File: src/rtl/e203_ifu_dynbpu.sv
// IFU dynamic branch predictor: 2-bit BHT for Bxx, circular RAS for call/return, JALR-xN regfile-read FSM.
// Prediction and adder operands are combinational; bpu_wait holds the IFU while a JALR base is not yet readable.
module e203_ifu_dynbpu #(
  parameter int PC_SIZE     = 32,
  parameter int XLEN        = 32,
  parameter int RFIDX_WIDTH = 5,
  parameter int BHT_DEPTH   = 16,
  parameter int RAS_DEPTH   = 4
) (
  input  logic                   clk,
  input  logic                   rst_n,
  input  logic [PC_SIZE-1:0]     pc,
  input  logic                   dec_i_valid,
  input  logic                   dec_i_accept,
  input  logic                   dec_rv32,
  input  logic                   dec_jal,
  input  logic                   dec_jalr,
  input  logic                   dec_bxx,
  input  logic [XLEN-1:0]        dec_bjp_imm,
  input  logic [RFIDX_WIDTH-1:0] dec_jalr_rs1idx,
  input  logic [RFIDX_WIDTH-1:0] dec_rdidx,
  input  logic                   ir_empty,
  input  logic                   ir_rs1en,
  input  logic                   ir_valid_clr,
  input  logic                   jalr_rs1idx_cam_irrdidx,
  input  logic [XLEN-1:0]        rf2bpu_x1,
  input  logic [XLEN-1:0]        rf2bpu_rs1,
  input  logic                   upd_valid,
  input  logic [PC_SIZE-1:0]     upd_pc,
  input  logic                   upd_taken,
  output logic                   bpu_wait,
  output logic                   prdt_taken,
  output logic [PC_SIZE-1:0]     prdt_pc_add_op1,
  output logic [PC_SIZE-1:0]     prdt_pc_add_op2,
  output logic                   bpu2rf_rs1_ena
);

  localparam int IDX_W = $clog2(BHT_DEPTH);
  localparam int PTR_W = (RAS_DEPTH > 1) ? $clog2(RAS_DEPTH) : 1;
  localparam int CNT_W = $clog2(RAS_DEPTH + 1);

  typedef enum logic [1:0] {IDLE, WAIT_DEP, RDRF} state_t;

  // ---------------- BHT ----------------
  logic [1:0]       bht [BHT_DEPTH];
  logic [IDX_W-1:0] lkp_idx;
  logic [IDX_W-1:0] upd_idx;
  logic             unused_upd_pc;

  assign lkp_idx       = pc[IDX_W:1];
  assign upd_idx       = upd_pc[IDX_W:1];
  assign unused_upd_pc = ^upd_pc;

  always_ff @(posedge clk or negedge rst_n) begin
    if (!rst_n) begin
      for (int i = 0; i < BHT_DEPTH; i++) bht[i] <= 2'b01;
    end else if (upd_valid) begin
      if (upd_taken && bht[upd_idx] != 2'b11)
        bht[upd_idx] <= bht[upd_idx] + 2'b01;
      else if (!upd_taken && bht[upd_idx] != 2'b00)
        bht[upd_idx] <= bht[upd_idx] - 2'b01;
    end
  end

  // ---------------- instruction classification ----------------
  logic rs1_x0, rs1_x1, rs1_link, rd_link;
  logic is_call, is_ret, is_coro, jalr_only;
  logic ras_empty, sel_ras, sel_x0, sel_x1, sel_xn;

  assign rs1_x0    = (dec_jalr_rs1idx == RFIDX_WIDTH'(0));
  assign rs1_x1    = (dec_jalr_rs1idx == RFIDX_WIDTH'(1));
  assign rs1_link  = rs1_x1 | (dec_jalr_rs1idx == RFIDX_WIDTH'(5));
  assign rd_link   = (dec_rdidx == RFIDX_WIDTH'(1)) | (dec_rdidx == RFIDX_WIDTH'(5));
  assign is_call   = (dec_jal | (dec_jalr & ~rs1_link)) & rd_link;
  assign is_ret    = dec_jalr & rs1_link & ~rd_link;
  assign is_coro   = dec_jalr & rs1_link & rd_link;
  assign jalr_only = dec_jalr & ~dec_bxx & ~dec_jal;
  assign sel_ras   = jalr_only & is_ret & ~ras_empty;
  assign sel_x0    = jalr_only & ~sel_ras & rs1_x0;
  assign sel_x1    = jalr_only & ~sel_ras & rs1_x1;
  assign sel_xn    = jalr_only & ~sel_ras & ~rs1_x0 & ~rs1_x1;

  // ---------------- JALR-xN FSM ----------------
  state_t state, state_nxt;
  logic   dep, jalr_xn, x1_wait, xn_wait, rdrf_set;

  assign dep     = ~ir_empty & ir_rs1en & ~ir_valid_clr;
  assign jalr_xn = dec_i_valid & sel_xn;
  assign x1_wait = dec_i_valid & sel_x1 & jalr_rs1idx_cam_irrdidx;

  always_ff @(posedge clk or negedge rst_n) begin
    if (!rst_n) state <= IDLE;
    else        state <= state_nxt;
  end

  // Wait is also raised on the IDLE->WAIT_DEP cycle so the jalr cannot slip through with a stale base.
  always_comb begin
    state_nxt = state;
    rdrf_set  = 1'b0;
    xn_wait   = 1'b0;
    case (state)
      IDLE: begin
        if (jalr_xn) begin
          xn_wait = 1'b1;
          if (dep) begin
            state_nxt = WAIT_DEP;
          end else begin
            state_nxt = RDRF;
            rdrf_set  = 1'b1;
          end
        end
      end
      WAIT_DEP: begin
        xn_wait = 1'b1;
        if (!dec_i_valid) begin
          state_nxt = IDLE;
        end else if (!dep) begin
          state_nxt = RDRF;
          rdrf_set  = 1'b1;
        end
      end
      RDRF:    state_nxt = IDLE;
      default: state_nxt = IDLE;
    endcase
  end

  assign bpu_wait       = xn_wait | x1_wait;
  assign bpu2rf_rs1_ena = rdrf_set;

  // ---------------- RAS ----------------
  logic [PC_SIZE-1:0] ras_mem [RAS_DEPTH];
  logic [PTR_W-1:0]   wp, wp_inc, wp_dec;
  logic [CNT_W-1:0]   cnt;
  logic [PC_SIZE-1:0] link_pc, ras_top;
  logic               commit, push, pop, repl;

  assign ras_empty = (cnt == CNT_W'(0));
  assign wp_inc    = (wp == PTR_W'(RAS_DEPTH - 1)) ? PTR_W'(0) : wp + PTR_W'(1);
  assign wp_dec    = (wp == PTR_W'(0)) ? PTR_W'(RAS_DEPTH - 1) : wp - PTR_W'(1);
  assign ras_top   = ras_mem[wp_dec];
  assign link_pc   = pc + (dec_rv32 ? PC_SIZE'(4) : PC_SIZE'(2));
  assign commit    = dec_i_valid & dec_i_accept & ~bpu_wait;
  assign push      = commit & (is_call | (is_coro & ras_empty));
  assign pop       = commit & is_ret & ~ras_empty;
  assign repl      = commit & is_coro & ~ras_empty;

  always_ff @(posedge clk or negedge rst_n) begin
    if (!rst_n) begin
      wp  <= '0;
      cnt <= '0;
    end else if (push) begin
      wp <= wp_inc;
      if (cnt != CNT_W'(RAS_DEPTH)) cnt <= cnt + CNT_W'(1);
    end else if (pop) begin
      wp  <= wp_dec;
      cnt <= cnt - CNT_W'(1);
    end
  end

  always_ff @(posedge clk) begin
    if (push)      ras_mem[wp]     <= link_pc;
    else if (repl) ras_mem[wp_dec] <= link_pc;
  end

  // ---------------- prediction and adder operands ----------------
  assign prdt_taken = dec_jal | dec_jalr | (dec_bxx & bht[lkp_idx][1]);

  always_comb begin
    prdt_pc_add_op1 = '0;
    prdt_pc_add_op2 = '0;
    if (dec_bxx | dec_jal) begin
      prdt_pc_add_op1 = pc;
      prdt_pc_add_op2 = PC_SIZE'(dec_bjp_imm);
    end else if (sel_ras) begin
      prdt_pc_add_op1 = ras_top;
    end else if (sel_x0) begin
      prdt_pc_add_op2 = PC_SIZE'(dec_bjp_imm);
    end else if (sel_x1) begin
      prdt_pc_add_op1 = PC_SIZE'(rf2bpu_x1);
      prdt_pc_add_op2 = PC_SIZE'(dec_bjp_imm);
    end else if (sel_xn) begin
      prdt_pc_add_op1 = PC_SIZE'(rf2bpu_rs1);
      prdt_pc_add_op2 = PC_SIZE'(dec_bjp_imm);
    end
  end

endmodule

File: config.mk
export PLATFORM = sky130hd
export DESIGN_NAME = e203_ifu_dynbpu
export DESIGN_NICKNAME = d
export VERILOG_FILES = /design/src/rtl/e203_ifu_dynbpu.sv
export SDC_FILE = /design/constraint.sdc
export NUM_CORES = 1
export LEC_CHECK = 0
export BUFFER_PORTS_ARGS = -buffer_cell sky130_fd_sc_hd__buf_4
export CAP_MARGIN = 20
export CORE_ASPECT_RATIO = 0.5
export CORE_MARGIN = 2
export CORE_UTILIZATION = 50
export CTS_BUF_LIST = sky130_fd_sc_hd__clkbuf_2
export DETAILED_ROUTE_END_ITERATION = 10
export PLACE_DENSITY = 0.81
export SLEW_MARGIN = 5
export SYNTH_ARGS = -nofsm -noshare
export SYNTH_HDL_FRONTEND = slang
export SYNTH_SLANG_ARGS = --single-unit
File: constraint.sdc
create_clock -name clk -period 7.7 [get_ports clk]
set_input_delay 0.385 -clock clk [delete_from_list [all_inputs] [get_ports clk]]
set_output_delay 0.385 -clock clk [all_outputs]
set_load 0.1 [all_outputs]
==> impl_metrics.xml <==
<?xml version="1.0" encoding="UTF-8"?>
<metrics>
  <group name="worst_hold_path">
    <metric name="worstHoldPathCells" unit="">2</metric>
    <metric name="worst_hold_path_type" unit="">primary input to register</metric>
    <metric name="hold_path_end" unit="">ras_mem[2][19]</metric>
    <metric name="min-delay-start" unit="">pc[19]</metric>
  </group>
  <group name="worst_setup_path">
    <metric name="worst_path_class_setup" unit="">register to output port</metric>
    <metric name="cp_max_fo" unit="">24</metric>
    <metric name="cp.required" unit="ns">7.32</metric>
    <metric name="critPathArrivalTime" unit="ns">3.69</metric>
    <metric name="crit_family" unit="">buffers and inverters</metric>
    <metric name="worst-r2r-cell-count" unit="">10</metric>
    <metric name="critPathMostFrequentCell" unit="">sky130_fd_sc_hd__buf_4</metric>
    <metric name="setup.worst_path.start_class" unit="">register</metric>
    <metric name="critical_path.reg2reg.endpoint" unit="">bht[29]</metric>
    <metric name="slowest_delay" unit="ns">0.62</metric>
    <metric name="reg2reg_slack" unit="ns">4.19</metric>
    <metric name="worst_setup_path_end_kind" unit="">output port</metric>
    <metric name="cp_slowest_cell" unit="">sky130_fd_sc_hd__mux4_2</metric>
    <metric name="critical_path.n_buffers_inverters" unit="">3</metric>
    <metric name="critical_path.startpoint" unit="">wp[0]</metric>
    <metric name="crit_path_cell_trace" unit="">inv_1 &gt; ha_1 &gt; nor2_4 &gt; buf_4 &gt; mux4_2 &gt; a22oi_1 &gt; a21oi_1 &gt; buf_4</metric>
  </group>
  <group name="logic_synthesis">
    <metric name="ys_top_cells_by_area" unit="">sky130_fd_sc_hd__edfxtp_1 44%, sky130_fd_sc_hd__mux4_2 11%, sky130_fd_sc_hd__dfrtp_1 6.6%, sky130_fd_sc_hd__dfstp_2 4.9%, sky130_fd_sc_hd__mux2_2 4.7%</metric>
    <metric name="fraction_of_synthesis_flops_using_an_asynchronous_set_or_reset_pin" unit="%">23.4</metric>
    <metric name="yosysWarnings" unit="">0</metric>
    <metric name="syn-mean-instance-area" unit="um2">13.2</metric>
    <metric name="yosysMostFrequentCell" unit="">sky130_fd_sc_hd__edfxtp_1</metric>
    <metric name="synth-edff-count" unit="">128</metric>
    <metric name="yosysUniqueCellTypes" unit="">56</metric>
    <metric name="synthMuxAreaShare" unit="%">16.5</metric>
    <metric name="synth_area" unit="um2">8660</metric>
    <metric name="synthSimpleGateAreaFrac" unit="%">12.2</metric>
    <metric name="synth_adder_area_share" unit="%">1.33</metric>
    <metric name="ys_ff_latch" unit="">167</metric>
    <metric name="synth.yosys.seq_area_share" unit="%">55.9</metric>
    <metric name="synth_xor_area_share" unit="%">3.24</metric>
    <metric name="yosys.area.top_type_share" unit="%">44.4</metric>
    <metric name="synth.top_cells.by_count" unit="">128 x sky130_fd_sc_hd__edfxtp_1, 66 x sky130_fd_sc_hd__a21oi_1, 62 x sky130_fd_sc_hd__nor2_1</metric>
    <metric name="postSynth.topFlopCell" unit="">sky130_fd_sc_hd__edfxtp_1</metric>
    <metric name="post-synth-top-area-cell" unit="">sky130_fd_sc_hd__edfxtp_1</metric>
    <metric name="share_of_the_synthesized_area_in_compound_gates_ao_oa_aoi_oai" unit="%">8.60</metric>
    <metric name="largest_family_of_logic_cells_by_synthesized_area" unit="">multiplexers</metric>
    <metric name="postSynthNetCount" unit="">846</metric>
    <metric name="synthesis.instances" unit="">654</metric>
  </group>
  <group name="routing">
    <metric name="drt_drc_violations_left" unit="">0</metric>
    <metric name="routedWlPerCell" unit="um">18.9</metric>
    <metric name="num_vias" unit="">6535</metric>
    <metric name="detail-route-antenna-nets" unit="">0</metric>
    <metric name="firstDrtPassIters" unit="">6</metric>
    <metric name="detail_route.iter0.violations" unit="">543</metric>
    <metric name="totalWireLength" unit="um">21300</metric>
    <metric name="routed_via_density" unit="">5.82</metric>
  </group>
  <group name="timing">
    <metric name="final-max-slew-violation-count" unit="">0</metric>
    <metric name="worstMarginPinSlew" unit="ns">1.06</metric>
    <metric name="clock_skew" unit="ns">0.0375</metric>
    <metric name="report.final.setup_viol" unit="">0</metric>
    <metric name="final_period_minus_worst_setup_slack" unit="ns">4.07</metric>
    <metric name="hold_viol_final" unit="">0</metric>
    <metric name="rsz_0062_raised_after_global_routing" unit="">false</metric>
    <metric name="post-route-period-util" unit="%">52.9</metric>
    <metric name="finalHoldWorstSlack" unit="ns">0.0477</metric>
    <metric name="tns" unit="ns">0</metric>
    <metric name="timing.slew.headroom" unit="%">29.3</metric>
    <metric name="peak_clock_frequency_supported_by_timing" unit="MHz">246</metric>
  </group>
  <group name="global_route">
    <metric name="remaining_global_route_overflow" unit="">0</metric>
    <metric name="track_usage" unit="%">23.3</metric>
    <metric name="grt_antenna_before_repair" unit="">1</metric>
    <metric name="grt_start_max_net_pins" unit="">40</metric>
    <metric name="grt_first_pass_wirelength" unit="um">33500</metric>
    <metric name="first_global_vias" unit="">6545</metric>
  </group>
  <group name="die">
    <metric name="row_count" unit="">33</metric>
    <metric name="top_level_ports" unit="">251</metric>
    <metric name="floorplan.core_area" unit="um2">16600</metric>
    <metric name="die-width" unit="um">190</metric>
    <metric name="initial_utilization" unit="%">52.0</metric>
    <metric name="die_area" unit="um2">18400</metric>
    <metric name="fp.dieH" unit="um">97.0</metric>
  </group>
  <group name="clock_network">
    <metric name="ctsHtreeMaxLevel" unit="">4</metric>
    <metric name="cts.root.buffer_cell" unit="">sky130_fd_sc_hd__clkbuf_2</metric>
    <metric name="tritoncts" unit="">yes</metric>
    <metric name="cts.clk_slew.worst_paths" unit="ns">0.26</metric>
    <metric name="maximum_buffer_depth_of_the_clock_tree" unit="">2</metric>
    <metric name="cts.sink_count" unit="">167</metric>
    <metric name="cts_made_buffers" unit="">17</metric>
    <metric name="cts.repair.resized" unit="">0</metric>
    <metric name="clock_latency" unit="ns">0.70</metric>
  </group>
  <group name="power_and_ir_drop">
    <metric name="share_clk_of_total_power" unit="%">19.7</metric>
    <metric name="power_per_cell_area" unit="nW/um2">245</metric>
    <metric name="power_switching_share" unit="%">35.3</metric>
    <metric name="peakVddDrop" unit="V">0.000158</metric>
    <metric name="static-leakage-power" unit="uW">0.00416</metric>
    <metric name="p_int" unit="uW">1750</metric>
    <metric name="power.share.combinational" unit="%">37.2</metric>
    <metric name="power.net_switching" unit="uW">955</metric>
    <metric name="power.sequential.fraction" unit="%">43.0</metric>
  </group>
  <group name="place">
    <metric name="finalWeightedCongestion" unit="">0.858</metric>
    <metric name="port-buffer-count" unit="">221</metric>
    <metric name="cells_after_dpl" unit="">1073</metric>
    <metric name="placedInstanceArea" unit="um2">10600</metric>
    <metric name="place_hpwl" unit="um">15000</metric>
  </group>
  <group name="final_layout">
    <metric name="area.sequential" unit="um2">4840</metric>
    <metric name="finalInstanceArea" unit="um2">11000</metric>
    <metric name="layout-area-overhead-vs-synth" unit="%">27.5</metric>
    <metric name="final_core_utilization" unit="%">66.3</metric>
    <metric name="fillers" unit="">1177</metric>
    <metric name="drive_above_1_share" unit="%">42.3</metric>
    <metric name="multi_input_gate_area_in_the_final_layout" unit="um2">3670</metric>
    <metric name="layout.cells.non_filler" unit="">1123</metric>
    <metric name="finalNetCount" unit="">1074</metric>
  </group>
  <group name="job">
    <metric name="cap_viol_max_count" unit="">0</metric>
  </group>
  <group name="outcome">
    <metric name="run_status" unit="">complete, no violations</metric>
  </group>
</metrics>
[timing repair]
| action | CTS | global route |
|---|---|---|
| endpoints found under the hold margin | 57 | 21 |
| setup buffers | 0 | 0 |
| hold buffers | 9 | 6 |
[power by group through the flow]
stage                     Clock [uW]  Combinational [uW]  Sequential, uW
after global routing             579                1070            1180
after floorplan                    0                 752            1160
after CTS                        543                 997            1160
final                            534                1010            1160
after global placement             0                 975            1170
after detailed placement           0                 991            1180
[logic make-up (layout without fill, tap and decap cells)]
| kind of cell | count (synthesis) | count (layout) |
|---|---|---|
| AOI/OAI and AO/OA | 122 | 122 |
| xor gates and xnor gates | 32 | 32 |
| adders and majority gates | 8 | 8 |
| buffers and inverters | 47 | 288 |
| DFF | 167 | 167 |
| muxes | 84 | 84 |
| other | 0 | 1 |
| and+or+nand+nor | 194 | 194 |
[how the worst max path moves through the flow]
| stage | end | cells past startpoint | slack [ns] |
|---|---|---|---|
| after floorplan | prdt_pc_add_op1[11] | 6 | 4.10 |
| after global placement | bht[29] | 11 | 3.94 |
| after detailed placement | bht[29] | 11 | 3.93 |
| after CTS | prdt_pc_add_op1[20] | 8 | 3.58 |
| after global routing | prdt_pc_add_op1[20] | 8 | 3.35 |
| final | prdt_pc_add_op1[20] | 8 | 3.63 |
[layer usage]
layer	track usage [%]	vias up	part of all wire (%)
met5	0	-	0
met4	7.04	0	1.7
met3	3.88	33	6.5
met2	41.7	274	52
met1	29.2	3266	39
li1	-	2962	-
[metrics by stage]
stage / total power (uW) / setup slack (ns)
3_5_place_dp: 2170 / 3.93
5_1_grt: 2830 / 3.35
4_1_cts: 2700 / 3.58
6_report: 2700 / 3.63
2_1_floorplan: 1910 / 4.10
3_3_place_gp: 2150 / 3.94
[area by class of cell]
cell class              count  area share (%)
clock inverters            15            1.90
multi-input cells         440            33.3
diodes                      1          0.0227
inverters                  10           0.340
flip-flops and latches    167            43.8
clock buffers              17           0.771
well taps                 227            2.57
repair buffers            246            17.3
[flip-flops by register name (all words and copies together) (netlist names), named ones only]
name and count:
ras_mem 128, wp 2, state 2, bht 16
cnt 3
[cells in the final DEF (no fill, tap or decap), types with 8 or more instances in the layout]
cell and instances:
sky130_fd_sc_hd__mux4_2 43, sky130_fd_sc_hd__a21oi_1 64, sky130_fd_sc_hd__dfstp_2 16, sky130_fd_sc_hd__inv_1 9, sky130_fd_sc_hd__nand4_1 8, sky130_fd_sc_hd__dfrtp_1 23
sky130_fd_sc_hd__clkbuf_2 17, sky130_fd_sc_hd__dlygate4sd3_1 15, sky130_fd_sc_hd__mux2_2 36, sky130_fd_sc_hd__xnor2_1 24, sky130_fd_sc_hd__buf_4 230, sky130_fd_sc_hd__and2_1 34
sky130_fd_sc_hd__nand3_1 19, sky130_fd_sc_hd__edfxtp_1 128, sky130_fd_sc_hd__nand2_1 24, sky130_fd_sc_hd__nor2_1 58, sky130_fd_sc_hd__xor2_1 8, sky130_fd_sc_hd__a22oi_1 33
(Power assumes the default switching activity.)
